<file path="src/rtl/fetch_sequencer.sv">
`default_nettype none
// ============================================================================
//  Module   : fetch_sequencer
//  Purpose  : Multi-cycle fetch/issue controller for the RV32I core. Owns the
//             PC, fetches over a req/gnt/rvalid handshake, holds the word for
//             decode until exec_done, then advances or redirects. A misaligned
//             redirect target parks the block in a sticky fault state.
//  Revision : 1.0 - initial release
// ============================================================================
module fetch_sequencer #(
  parameter logic [31:0] RESET_PC = 32'h0000_0000,
  parameter logic [31:0] NOP_WORD = 32'h0000_0013
) (
  input  logic        clk,
  input  logic        rst_n,
  input  logic        i_hold,
  output logic        o_imem_req,
  output logic [31:0] o_imem_addr,
  input  logic        i_imem_gnt,
  input  logic        i_imem_rvalid,
  input  logic [31:0] i_imem_rdata,
  output logic        o_instr_valid,
  output logic [31:0] o_instr,
  output logic [31:0] o_pc_out,
  input  logic        i_exec_done,
  input  logic        i_redirect,
  input  logic [31:0] i_redirect_pc,
  output logic [31:0] o_retired_count,
  output logic        o_fault
);

  typedef enum logic [1:0] {
    S_REQ   = 2'd0,
    S_WAIT  = 2'd1,
    S_ISSUE = 2'd2,
    S_FAULT = 2'd3
  } state_t;

  state_t      r_state, w_state_next;
  logic [31:0] r_pc, w_pc_next;
  logic [31:0] r_instr, w_instr_next;
  logic [31:0] r_count, w_count_next;

  // State, PC, held instruction and retire counter registers.
  always_ff @(posedge clk or negedge rst_n) begin
    if (!rst_n) begin
      r_state <= S_REQ;
      r_pc    <= RESET_PC;
      r_instr <= NOP_WORD;
      r_count <= 32'd0;
    end else begin
      r_state <= w_state_next;
      r_pc    <= w_pc_next;
      r_instr <= w_instr_next;
      r_count <= w_count_next;
    end
  end

  // Next-state, datapath updates and state-decoded outputs.
  always_comb begin
    w_state_next  = r_state;
    w_pc_next     = r_pc;
    w_instr_next  = r_instr;
    w_count_next  = r_count;
    o_imem_req    = 1'b0;
    o_instr_valid = 1'b0;
    o_fault       = 1'b0;
    case (r_state)
      S_REQ: begin
        o_imem_req = !i_hold;
        // A grant only counts while the request is actually being driven.
        if (!i_hold && i_imem_gnt) begin
          if (i_imem_rvalid) begin
            w_instr_next = i_imem_rdata;
            w_state_next = S_ISSUE;
          end else begin
            w_state_next = S_WAIT;
          end
        end
      end
      S_WAIT: begin
        if (i_imem_rvalid) begin
          w_instr_next = i_imem_rdata;
          w_state_next = S_ISSUE;
        end
      end
      S_ISSUE: begin
        o_instr_valid = 1'b1;
        if (i_exec_done) begin
          w_count_next = r_count + 32'd1;
          if (i_redirect && (i_redirect_pc[1:0] != 2'b00)) begin
            // PC is left pointing at the faulting instruction.
            w_state_next = S_FAULT;
          end else if (i_redirect) begin
            w_pc_next    = i_redirect_pc;
            w_state_next = S_REQ;
          end else begin
            w_pc_next    = r_pc + 32'd4;
            w_state_next = S_REQ;
          end
        end
      end
      S_FAULT: begin
        o_fault = 1'b1;
      end
      default: begin
        w_state_next = S_REQ;
      end
    endcase
  end

  assign o_imem_addr     = r_pc;
  assign o_pc_out        = r_pc;
  assign o_instr         = r_instr;
  assign o_retired_count = r_count;

endmodule
`default_nettype wire

</file>
<file path="config.mk">
export PLATFORM = sky130hd
export DESIGN_NAME = fetch_sequencer
export DESIGN_NICKNAME = d
export VERILOG_FILES = /design/src/rtl/fetch_sequencer.sv
export SDC_FILE = /design/constraint.sdc
export NUM_CORES = 1
export LEC_CHECK = 0
export ABC_AREA = 1
export CORE_MARGIN = 3
export CORE_UTILIZATION = 30
export DETAILED_ROUTE_END_ITERATION = 10
export PLACE_DENSITY = 0.58
export SLEW_MARGIN = 30
export SYNTH_ARGS = -nofsm -noshare
export SYNTH_HDL_FRONTEND = slang
export SYNTH_SLANG_ARGS = --single-unit
</file>
<file path="constraint.sdc">
create_clock -name clk -period 1.5 [get_ports clk]
set_input_delay 0.3 -clock clk [delete_from_list [all_inputs] [get_ports clk]]
set_output_delay 0.3 -clock clk [all_outputs]
set_load 0.1 [all_outputs]
</file>
==> results.json <==
{
  "synth_area_leaders": "dfrtp_1 40%, nand2_1 17%, inv_1 6.7%",
  "clock-sinks": 98,
  "path_depth": 6,
  "synth_fa_ha_area_share_pct": 1.27,
  "grt_pass1_vias": 6142,
  "crit_chain": "inv_2 -> buf_4 -> ha_4 -> inv_4 -> nor2_4 -> buf_12",
  "reg2reg_depth": 9,
  "layout_common_cells": "258 x nand2_1, 144 x buf_12, 100 x inv_1",
  "path_max_fanout": 2,
  "critical_path.top_delay_family": "flip-flops",
  "antenna_found_initial": 0,
  "r2r_end": "o_retired_count[12]$_DFFE_PN0P_",
  "start_util_pct": 31.1,
  "synth_edf_count": 0,
  "final_common_cell": "nand2_1",
  "grt_use_met3_pct": 5.12,
  "wl_um": 20300,
  "numCtsBuffers": 9,
  "hold_end": "o_instr[4]$_DFFE_PN1P_",
  "synthesis.nets": 921,
  "yosysTopAreaCellShare_pct": 40.1,
  "port_buffers": 201,
  "grt_max_degree": 51,
  "vias_per_cell": 4.50,
  "violations": "negative setup slack",
  "r2r_slack_ps": -140,
  "min_path_cells": 3,
  "clock_latency_ps": 350,
  "swShare_pct": 54.4,
  "wl_per_cell_um": 14.4,
  "yosys.area.top_type": "dfrtp_1",
  "root_buffer": "clkbuf_16",
  "busiest_layer": "met2",
  "p_comb_share_pct": 74.3,
  "cts_tree": "built",
  "period_minus_slack_ps": 1660,
  "ys_ff_latch": 98,
  "hp-start": "i_imem_rdata[4]",
  "dp_cells": 1352,
  "seq_area_frac_synth_pct": 41.4,
  "drc": 0,
  "hold_viol": 0,
  "peakVddDrop_uv": 1660,
  "gr-usage-all-layers_pct": 18.1,
  "met2_usage_pct": 29.5,
  "fmax_mhz": 602,
  "postSynthAreaPerCell_um2": 7.03,
  "antenna_cells": 0,
  "h-tree-depth": 3,
  "rsz0062_at_grt": "yes",
  "initialDrtViolationCount": 319,
  "r2r_start": "r_state[0]$_DFFE_PN0P_",
  "crit_buf_inv": 4,
  "finalClockSkew_ps": 11.0,
  "fin_nets": 1219,
  "maxCapViolCount": 0,
  "fin_cells": 1407,
  "fp.dieH_um": 147,
  "synth_cell_type_count": 36,
  "p_total_w": 0.0294,
  "gp_congestion": 0.872,
  "p_sw_w": 0.0160,
  "ant_nets": 0,
  "hp-class": "primary input to register",
  "crit_arrival_ps": 1360,
  "clock_path_buffers": 2,
  "io_pins": 202,
  "die_area_um2": 21500,
  "critPathMaxStageDelay_ps": 390,
  "die_x_um": 147,
  "worst_slack_ps": -161,
  "period_share_pct": 111,
  "synth_compound_area_share_pct": 7.61,
  "grt_pass1_wl_um": 31900,
  "maxSlewHeadroom_pct": 73.5,
  "slew_viol_final": 0,
  "rows": 50,
  "area_growth_syn_to_layout_pct": 97.0,
  "met1_usage_pct": 23.2,
  "pwr-share-clk_pct": 8.4,
  "power_density_nw_per_um2": 2510,
  "clkTransAtPathRegs_ps": 80,
  "drive_above_1_share_pct": 40.7,
  "cp-end-kind": "output port",
  "synth_xor_xnor_area_share_pct": 2.51,
  "synthSimpleGateAreaFrac_pct": 34.8,
  "slowest_stage": "dfrtp_1",
  "internal_power_w": 0.0134,
  "leakagePower_nw": 5.23,
  "yosysWarnings": 0,
  "vias": 6332,
  "coreArea_um2": 19100,
  "syn-cell-area_um2": 5930,
  "drt_first_pass_iters": 5,
  "synthMuxAreaShare_pct": 0,
  "synth_ff_type": "dfrtp_1",
  "p_seq_share_pct": 17.3,
  "dp_hpwl_um": 14800,
  "status": "finished with violations",
  "netlist_instances": 844,
  "synthArstFlopShare_pct": 100,
  "worstPathRequired_ps": 1200,
  "tightestPinTransition_ps": 397,
  "worstSetupStartpointType": "register",
  "synth_top_family_by_area": "simple AND/OR/NAND/NOR gates",
  "overflow": 0,
  "setup_viol": 79,
  "critPathKind": "register to output port"
}
[worst reg2reg max path: stages, from the launching register on]
cell and delay [ps]:
dfrtp_1 390, inv_2 60, buf_4 120, ha_4 170, nand2_8 90, nor3_4 210, buf_4 160, buf_4 110
nand4_1 90, xnor2_1 140
[flip-flops by register name, summed over array words and instances (netlist names)]
name,flops
o_retired_count,32
o_instr,32
r_state,2
o_imem_addr,32
[stage by stage]
stage	area, µm²	setup WS, ps	utilization, %	hold WS [ps]	TNS [ps]
2_1_floorplan	6290	-251	-	4.41	-7550
3_3_place_gp	10400	-310	54.6	319	-16290
3_5_place_dp	10400	-374	54.6	321	-17620
4_1_cts	11100	-179	58.1	445	-3950
5_1_grt	11700	-255	61.2	457	-14170
6_report	11700	-161	61.2	463	-5780
[cell families after synthesis]
kind of cell,count (synthesis)
adders and majority gates,6
DFF,98
and+or+nand+nor,477
buffers and inverters,161
xor gates and xnor gates,17
AOI/OAI and AO/OA,85
[how the worst max path moves through the flow]
stage,from,end
final,r_state[0]$_DFFE_PN0P_,o_imem_req
after global routing,r_state[0]$_DFFE_PN0P_,o_retired_count[20]$_DFFE_PN0P_
after CTS,r_state[0]$_DFFE_PN0P_,o_imem_req
after detailed placement,i_exec_done,o_retired_count[25]$_DFFE_PN0P_
after global placement,i_redirect,o_imem_addr[15]$_DFFE_PN0P_
after floorplan,r_state[0]$_DFFE_PN0P_,o_retired_count[24]$_DFFE_PN0P_
[routing by layer]
layer / up-vias / part of all wire (%) / routed length (µm)
met1: 2901 / 43 / 8660
li1: 3190 / - / -
met3: 28 / 7.5 / 1510
met2: 213 / 48 / 9670
met5: - / 0 / 0
met4: 0 / 2.1 / 432
[timing repair]
action | in CTS | in global routing
hold buffers | 1 | 0
pin swaps | 13 | 19
gates cloned | 3 | 10
hold endpoints to repair | 95 | 0
buffers inserted | 13 | 15
setup endpoints to repair | 71 | 112
resized for setup | 47 | 109
[synthesized netlist by cell type (6+ instances only)]
| master | count |
|---|---|
| a21oi_1 | 12 |
| buf_4 | 33 |
| clkbuf_1 | 11 |
| dfrtp_1 | 95 |
| ha_1 | 6 |
| inv_1 | 106 |
| nand2_1 | 275 |
| nand2_2 | 6 |
| nand3_1 | 54 |
| nand4_1 | 7 |
| nor2_1 | 102 |
| nor2_2 | 6 |
| nor2_4 | 8 |
| o21ai_0 | 56 |
| o21ai_1 | 8 |
| xnor2_1 | 9 |
| xor2_1 | 8 |
[power by group through the flow]
stage / clock network [W] / registers [W] / logic, W
6_report: 0.00247 / 0.00507 / 0.0218
3_3_place_gp: 0 / 0.00509 / 0.0200
2_1_floorplan: 0 / 0.0113 / 0.00609
4_1_cts: 0.00254 / 0.00509 / 0.0208
3_5_place_dp: 0 / 0.00514 / 0.0201
5_1_grt: 0.00263 / 0.00520 / 0.0227
[cell type report]
class                           count  area (µm²)
Clock buffer                        9         225
Timing Repair inverter              1        11.3
Sequential cell                    98        2650
Timing Repair Buffer              335        4760
Tap cell                          260         325
Fill cell                        1575        7400
Multi-Input combinational cell    585        3180
Inverter                          112         448
Clock inverter                      7        81.3
No activity file was read; power rests on OpenSTA's default activity.
